`src/rtl/i2c_target_pkg.sv`:
```
// i2c_target_pkg: FSM states, bus event record and shared constants for the banked I2C target
package i2c_target_pkg;
  typedef enum logic [3:0] {
    IDLE, ADDR, ADDR_ACK, PTR, WR_DATA, WR_ACK, RD_DATA, RD_ACK, IGNORE
  } state_e;
  typedef struct packed {
    logic start;
    logic stop;
    logic scl_rise;
    logic scl_fall;
  } bus_ev_t;
  localparam logic [6:0] GENERAL_CALL_ADDR = 7'h00;
endpackage

```
`src/rtl/i2c_glitch_filter.sv`:
```
// i2c_glitch_filter: 2-FF synchronizer plus FILTER_LEN-sample agreement filter with edge strobes
module i2c_glitch_filter #(
  parameter int FILTER_LEN = 3
) (
  input  logic clk_i,
  input  logic rst_i,
  input  logic raw_i,
  output logic lvl_o,
  output logic rise_o,
  output logic fall_o
);
  logic [1:0] sync_q;
  logic [FILTER_LEN-1:0] hist_q;
  logic lvl_q, lvl_d, rise_q, fall_q;
  // the level only moves once the whole history window agrees
  always_comb lvl_d = &hist_q ? 1'b1 : ~|hist_q ? 1'b0 : lvl_q;
  always_ff @(posedge clk_i) begin
    if (rst_i) begin
      sync_q <= '1;
      hist_q <= '1;
      lvl_q  <= 1'b1;
      rise_q <= 1'b0;
      fall_q <= 1'b0;
    end else begin
      sync_q <= {sync_q[0], raw_i};
      hist_q <= (hist_q << 1) | FILTER_LEN'(sync_q[1]);
      lvl_q  <= lvl_d;
      rise_q <= lvl_d & ~lvl_q;
      fall_q <= ~lvl_d & lvl_q;
    end
  end
  assign lvl_o  = lvl_q;
  assign rise_o = rise_q;
  assign fall_o = fall_q;
endmodule

```
`src/rtl/i2c_target_banked.sv`:
```
// i2c_target_banked: I2C target answering NUM_ADDR consecutive addresses as register banks; define I2C_TARGET_GENERAL_CALL_EN to accept general-call writes
module i2c_target_banked
  import i2c_target_pkg::*;
#(
  parameter logic [6:0] DEV_ADDR   = 7'h22,
  parameter int         NUM_ADDR   = 4,
  parameter int         REG_AW     = 4,
  parameter int         FILTER_LEN = 3,
  localparam int        BW         = NUM_ADDR > 1 ? $clog2(NUM_ADDR) : 1
) (
  input  logic              clk_i,
  input  logic              rst_i,
  input  logic              scl_i,
  input  logic              sda_i,
  output logic              sda_oe_o,
  output logic [BW-1:0]     bank_o,
  output logic [REG_AW-1:0] ptr_o,
  output logic              wr_en_o,
  output logic [7:0]        wr_data_o,
  input  logic [7:0]        rd_data_i,
  output logic              busy_o,
  output logic              nack_o
);
  state_e state_q;
  logic [3:0] cnt_q;
  logic [7:0] sh_q, wr_data_q;
  logic [BW-1:0] bank_q;
  logic [REG_AW-1:0] ptr_q;
  logic sda_oe_q, wr_en_q, nack_q, busy_q;
  logic scl, sda, scl_r, scl_f, sda_r, sda_f;
  logic [6:0] addr, off;
  logic hit, gc, match;
  bus_ev_t ev;

  i2c_glitch_filter #(.FILTER_LEN(FILTER_LEN)) u_scl (
    .clk_i(clk_i), .rst_i(rst_i), .raw_i(scl_i), .lvl_o(scl), .rise_o(scl_r), .fall_o(scl_f)
  );
  i2c_glitch_filter #(.FILTER_LEN(FILTER_LEN)) u_sda (
    .clk_i(clk_i), .rst_i(rst_i), .raw_i(sda_i), .lvl_o(sda), .rise_o(sda_r), .fall_o(sda_f)
  );

  assign ev = '{start: sda_f & scl, stop: sda_r & scl, scl_rise: scl_r, scl_fall: scl_f};
  assign addr = sh_q[7:1];
  assign off  = addr - DEV_ADDR;
  assign hit  = addr != GENERAL_CALL_ADDR && addr >= DEV_ADDR && off < 7'(NUM_ADDR);
`ifdef I2C_TARGET_GENERAL_CALL_EN
  assign gc = addr == GENERAL_CALL_ADDR && !sh_q[0];
`else
  assign gc = 1'b0;
`endif
  assign match = hit | gc;

  always_ff @(posedge clk_i) begin
    if (rst_i) begin
      state_q   <= IDLE;
      cnt_q     <= '0;
      sh_q      <= '0;
      sda_oe_q  <= 1'b0;
      wr_en_q   <= 1'b0;
      wr_data_q <= '0;
      nack_q    <= 1'b0;
      busy_q    <= 1'b0;
      ptr_q     <= '0;
      bank_q    <= '0;
    end else begin
      wr_en_q <= 1'b0;
      nack_q  <= 1'b0;
      if (wr_en_q) ptr_q <= ptr_q + 1'b1;
      if (ev.start || ev.stop) begin
        state_q  <= ev.start ? ADDR : IDLE;
        cnt_q    <= '0;
        sda_oe_q <= 1'b0;
        busy_q   <= 1'b0;
      end else begin
        case (state_q)
          ADDR:
            if (ev.scl_rise) begin
              sh_q  <= {sh_q[6:0], sda};
              cnt_q <= cnt_q + 4'd1;
            end else if (ev.scl_fall && cnt_q == 4'd8) begin
              state_q  <= match ? ADDR_ACK : IGNORE;
              sda_oe_q <= match;
              busy_q   <= match;
              if (match) bank_q <= gc ? '0 : off[BW-1:0];
            end
          ADDR_ACK:
            if (ev.scl_fall) begin
              cnt_q <= '0;
              if (sh_q[0]) begin
                sh_q     <= rd_data_i;
                ptr_q    <= ptr_q + 1'b1;
                sda_oe_q <= ~rd_data_i[7];
                state_q  <= RD_DATA;
              end else begin
                sda_oe_q <= 1'b0;
                state_q  <= PTR;
              end
            end
          PTR, WR_DATA:
            if (ev.scl_rise) begin
              sh_q  <= {sh_q[6:0], sda};
              cnt_q <= cnt_q + 4'd1;
            end else if (ev.scl_fall && cnt_q == 4'd8) begin
              cnt_q    <= '0;
              sda_oe_q <= 1'b1;
              state_q  <= WR_ACK;
              if (state_q == PTR) ptr_q <= sh_q[REG_AW-1:0];
              else begin
                wr_en_q   <= 1'b1;
                wr_data_q <= sh_q;
              end
            end
          WR_ACK:
            if (ev.scl_fall) begin
              sda_oe_q <= 1'b0;
              state_q  <= WR_DATA;
            end
          RD_DATA:
            if (ev.scl_rise) cnt_q <= cnt_q + 4'd1;
            else if (ev.scl_fall) begin
              if (cnt_q == 4'd8) begin
                sda_oe_q <= 1'b0;
                state_q  <= RD_ACK;
              end else begin
                sh_q     <= {sh_q[6:0], 1'b0};
                sda_oe_q <= ~sh_q[6];
              end
            end
          RD_ACK:
            if (ev.scl_rise && sda) begin
              nack_q  <= 1'b1;
              state_q <= IGNORE;
            end else if (ev.scl_fall) begin
              cnt_q    <= '0;
              sh_q     <= rd_data_i;
              ptr_q    <= ptr_q + 1'b1;
              sda_oe_q <= ~rd_data_i[7];
              state_q  <= RD_DATA;
            end
          default: ;
        endcase
      end
    end
  end

  assign sda_oe_o  = sda_oe_q;
  assign bank_o    = bank_q;
  assign ptr_o     = ptr_q;
  assign wr_en_o   = wr_en_q;
  assign wr_data_o = wr_data_q;
  assign busy_o    = busy_q;
  assign nack_o    = nack_q;
endmodule

```
`config.mk`:
```
export PLATFORM = sky130hd
export DESIGN_NAME = i2c_target_banked
export DESIGN_NICKNAME = d
export VERILOG_FILES = /design/src/rtl/i2c_target_pkg.sv /design/src/rtl/i2c_glitch_filter.sv /design/src/rtl/i2c_target_banked.sv
export SDC_FILE = /design/constraint.sdc
export NUM_CORES = 1
export LEC_CHECK = 0
export CORE_MARGIN = 2
export CORE_UTILIZATION = 55
export CTS_CLUSTER_SIZE = 20
export DETAILED_ROUTE_END_ITERATION = 6
export PLACE_DENSITY_LB_ADDON = 0.08
export SLEW_MARGIN = 10
export SYNTH_ARGS = -nofsm -noshare
export SYNTH_HDL_FRONTEND = slang
export SYNTH_SLANG_ARGS = --single-unit
export TNS_END_PERCENT = 10
```
`constraint.sdc`:
```
create_clock -name clk_i -period 4.7 [get_ports clk_i]
set_clock_uncertainty 0.15 [all_clocks]
set_input_delay 1.41 -clock clk_i [delete_from_list [all_inputs] [get_ports clk_i]]
set_output_delay 1.41 -clock clk_i [all_outputs]
set_load 0.1 [all_outputs]
```
==> results.md <==
- The signal on the critical path passes through clkdlybuf4s50_1.
- The routed design could run at a clock period as short as between 3 and 4 ns.
- The floorplan step defined a die boundary enclosing between 5000 and 6000 µm².
- The minimum setup slack in the final design is 1.16 ns.
- After synthesis, the mean cell area works out to roughly 8.5 µm².
- The synthesized netlist contains 62 unique library cells.
- The largest stage delay on the critical path is roughly 1.2 ns.
- The ratio of routed vias to standard cells is just over 6.
- Post-CTS timing repair inserted 0 buffers for setup.
- The highest net fanout along the worst path is 7.
- Setup repair after global routing left no endpoint under its margin.
- The number of hold-slack violations in the final timing report came to 0.
- The standby leakage power is about 1.1 nW.
- For the pin with the worst max-slew slack, the measured transition is 1.00 ns.
- In this run the most critical hold path is launched from u_scl.sync_q[1]$_SDFF_PP1_.
- The filler cell count is roughly 430.
- The run finished with clean final reports.
- Together, buffers and inverters on the worst path number 1.
- Of the synthesized area, sequential elements account for 0.369.
- Of the available clock period, the critical path in the final layout requires 0.752.
- For this run, design rule violations remaining after detail routing come to 0.
- The setup check on the worst reg-to-reg path leaves a slack of ~2.1 ns.
- STA classifies the critical path startpoint as a flop.
- The routed layout has approximately 2.5k vias.
- The number of sinks on the clock net is 50.
- In this run the deepest clock path goes through 2 buffers.
- The initial utilization of the core area, before any placement, comes to 0.571.
- At the worst endpoint, the required time is around 3.1 ns.
- The vertical die dimension is roughly 74 µm.
- The cell at the slowest stage of the critical path is sky130_fd_sc_hd__clkdlybuf4s50_1.
- The width of the chip is between 70 and 80 µm.
- The synthesized design spends more area on one cell type than any other, namely sky130_fd_sc_hd__dfxtp_1.
- The root buffer cell is sky130_fd_sc_hd__clkbuf_8.
- For this run, the total global-route usage over all layers was measured as 0.244.
- The cell count after synthesis is between 300 and 400.
- The startpoint identified for the worst register-to-register timing path is state_q[0]$_SDFFE_PP0P_.
- The number of warnings issued by yosys is 0.
- The core region is roughly 4800 µm².
- STA puts the critical path data arrival time at roughly 2.0 ns.
- Ranked by instance count, the synthesized netlist is headed by sky130_fd_sc_hd__dfxtp_1, sky130_fd_sc_hd__nor2_1, sky130_fd_sc_hd__nand2_1.
- Adding up every negative setup slack in the final design gives 0 ns.
- The path class of the tightest hold or removal check is flop to flop.
- Clock latency on the worst-skew pair, taken at its later pin, is 0.31 ns.
- Among cell families on the critical path, the largest total delay comes from buffers and inverters.
- Global routing finished with a remaining overflow of 0.
- After floorplanning, the core was divided into 25 placement rows.
- The fraction of power consumed by the clock network is 0.372.
- Before antenna repair, the detailed router went through 5 iterations.
- For this design, the CTS-stage hold fixing added 0 buffers.
- The number of endpoints failing setup at the final stage is 0.
- The TritonCTS buffer count is 5.
- The mapped cell area is between 2000 and 3000 µm².
- Once placement completed, the tool counted placed cells totaling around 390.
- The first global-routing pass estimated 10.4 mm of wire.
- The final routed wirelength across all metal layers is about 6.3 mm.
- The fraction of power consumed by sequential logic is 0.483.
- The violation count after the first detailed-routing iteration is approximately 220.
- By startpoint and endpoint, the worst setup path is classified as flop to output pin.
- The number of antenna violations at the first check in global routing is 0.
- The switching component of the power is about 0.26 mW.
- The standard cell area after detailed placement is between 2000 and 3000 µm².
- Relative to the synthesized area, the layout overhead comes to 14.5%.
- Headroom to the max-slew limit came out at 0.331.
- The final layout contains 348 nets.
- 0 antenna diodes ended up in the layout.
- The final number of max-transition violations came to 0.
- Of all flip-flops after synthesis, the portion carrying an async set or reset was 0.
- The routability-driven placement congestion ratio is 0.948.
- Input and output buffers added on the ports amount to 29.
- The per-cell routed wire length is 15.7 µm.
- The maximum vdd ir drop is between 0.15 and 0.2 mV.
- In the post-synthesis netlist, the biggest area contributors are sky130_fd_sc_hd__dfxtp_1, sky130_fd_sc_hd__mux2i_1, sky130_fd_sc_hd__nor2_1, sky130_fd_sc_hd__a21oi_1, sky130_fd_sc_hd__a311oi_1.
- TritonCTS built the clock tree.
- The HPWL reported at the end of detailed placement is ~4.4 mm.
- The detail route stage leaves a number of antenna-violating nets equal to 0.
- The internal power of the cells totals between 0.7 and 0.8 mW.
- The most used flip-flop cell after synthesis is sky130_fd_sc_hd__dfxtp_1.
- The via count of the first global-routing pass was approximately 2.2k.
- Yosys mapped a number of flops with a built-in enable equal to 0.
- Of the post-synthesis cell area, the dominant cell type holds 0.369.
- The worst slack after detailed placement is ~1.5 ns.
- The CTS clock-pin slew for the worst setup and hold paths is 0.09 ns.
- The proportion of total power due to net switching is 0.272.
- The H-tree generated during clock tree synthesis spans 2 levels.
- The maximum number of pins on one net before global-route repair is 35.
- The origin of the worst setup path is wr_en_o$_SDFF_PP0_.
- The most frequent cell after synthesis is sky130_fd_sc_hd__dfxtp_1.
- The power density normalized to cell area is roughly 310 nW/µm².
- In this run the count of I/O pins placed on the die edge is 30.
- The layout cell share with drive strength beyond 1 is 0.0811.
- The number of max-capacitance violations reported is 0.
- The critical path capture point type is an output pin.
- Counting every net in the synthesized netlist gives 335.
- In this run, synthesis produced a sequential element count of 50.
- After routing the design area is a little over 3000 µm².
- The count of cells in the finished layout, fillers not included, comes to 400.
- The share of total power dissipated in combinational logic is 0.145.
- After clock tree synthesis, the repair step resized 0 gates.
- The timing-limited maximum frequency is between 200 and 300 MHz.
final cells by class:
type,instances,area (µm²),share of cell area
multi-input combinational,234,1550,0.498
sequential,50,1000,0.322
timing repair buffer,30,298,0.0958
tap,67,83.8,0.0270
clock buffer,5,68.8,0.0221
clock inverter,3,68.8,0.0221
inverter,11,41.3,0.0133
power by group through the flow:
stage / Clock (mW) / Sequential (mW) / Combinational (mW)
2_1_floorplan: 0 / 0.473 / 0.111
3_3_place_gp: 0 / 0.479 / 0.137
3_5_place_dp: 0 / 0.480 / 0.139
4_1_cts: 0.372 / 0.470 / 0.140
5_1_grt: 0.386 / 0.474 / 0.156
6_report: 0.362 / 0.471 / 0.141
per-layer routing:
metal  track usage  wire length (µm)  vias up
met5             0                 0        -
met4        0.0933               116        0
met3        0.0650               460       13
met2         0.381              2800      108
met1         0.324              2920     1142
li1              -                 -     1194
cells by family after synthesis:
kind of cell             after synthesis  synth area share
flip-flops                            50             0.369
adder cells (fa/ha/maj)                4            0.0184
buffers and inverters                 35            0.0613
AO/OA/AOI/OAI                         90             0.241
AND/OR/NAND/NOR                      120             0.233
multiplexers                          14            0.0516
XOR/XNOR                               6            0.0263
metrics by stage:
step | hold slack, ns | total power [mW] | util
floorplan | 0.239 | 0.584 | -
global placement | 0.241 | 0.616 | 0.625
detailed placement | 0.244 | 0.619 | 0.625
CTS | 0.268 | 0.982 | 0.654
global route | 0.290 | 1.02 | 0.654
finish | 0.265 | 0.974 | 0.654
worst paths after layout:
kind                                      to  cells after the start
setup / recovery                     wr_en_o                      1
hold / removal    u_scl.hist_q[0]$_SDFF_PP1_                      1
setup reg to reg        sh_q[2]$_SDFFE_PP0P_                      4
hold reg to reg   u_scl.hist_q[0]$_SDFF_PP1_                      1
placed cells by master, fill, tap and decap left out, types with 3 or more instances in the layout:
cell | synthesis | layout
sky130_fd_sc_hd__or2_2 | 10 | 10
sky130_fd_sc_hd__nor2_1 | 33 | 33
sky130_fd_sc_hd__nor3_1 | 9 | 9
sky130_fd_sc_hd__a31oi_1 | 4 | 4
sky130_fd_sc_hd__a21o_1 | 5 | 5
sky130_fd_sc_hd__nand2_1 | 21 | 21
sky130_fd_sc_hd__nand3_1 | 6 | 6
sky130_fd_sc_hd__a311oi_1 | 10 | 10
sky130_fd_sc_hd__nor2b_1 | 4 | 4
sky130_fd_sc_hd__clkbuf_8 | 0 | 5
sky130_fd_sc_hd__nand4_1 | 8 | 8
sky130_fd_sc_hd__clkdlybuf4s50_1 | 0 | 29
sky130_fd_sc_hd__o21ai_0 | 10 | 10
sky130_fd_sc_hd__and3_1 | 5 | 5
sky130_fd_sc_hd__mux2i_1 | 14 | 14
sky130_fd_sc_hd__ha_1 | 4 | 4
sky130_fd_sc_hd__xnor2_1 | 3 | 3
sky130_fd_sc_hd__a22oi_1 | 8 | 8
sky130_fd_sc_hd__nand2b_1 | 4 | 4
sky130_fd_sc_hd__inv_1 | 11 | 11
sky130_fd_sc_hd__a21oi_1 | 19 | 19
sky130_fd_sc_hd__o21a_1 | 4 | 4
sky130_fd_sc_hd__dfxtp_1 | 50 | 50
sky130_fd_sc_hd__nand3b_1 | 5 | 5
sky130_fd_sc_hd__a211oi_1 | 4 | 4
registers in the layout, summed over array words and instances, names as in the netlist, 2 cells and up:
signal	flops
u_scl.sync_q	2
u_sda.sync_q	2
cnt_q	4
wr_data_o	8
bank_o	2
state_q	4
sh_q	8
u_sda.hist_q	3
ptr_o	4
u_scl.hist_q	3
(Power assumes the default switching activity.)
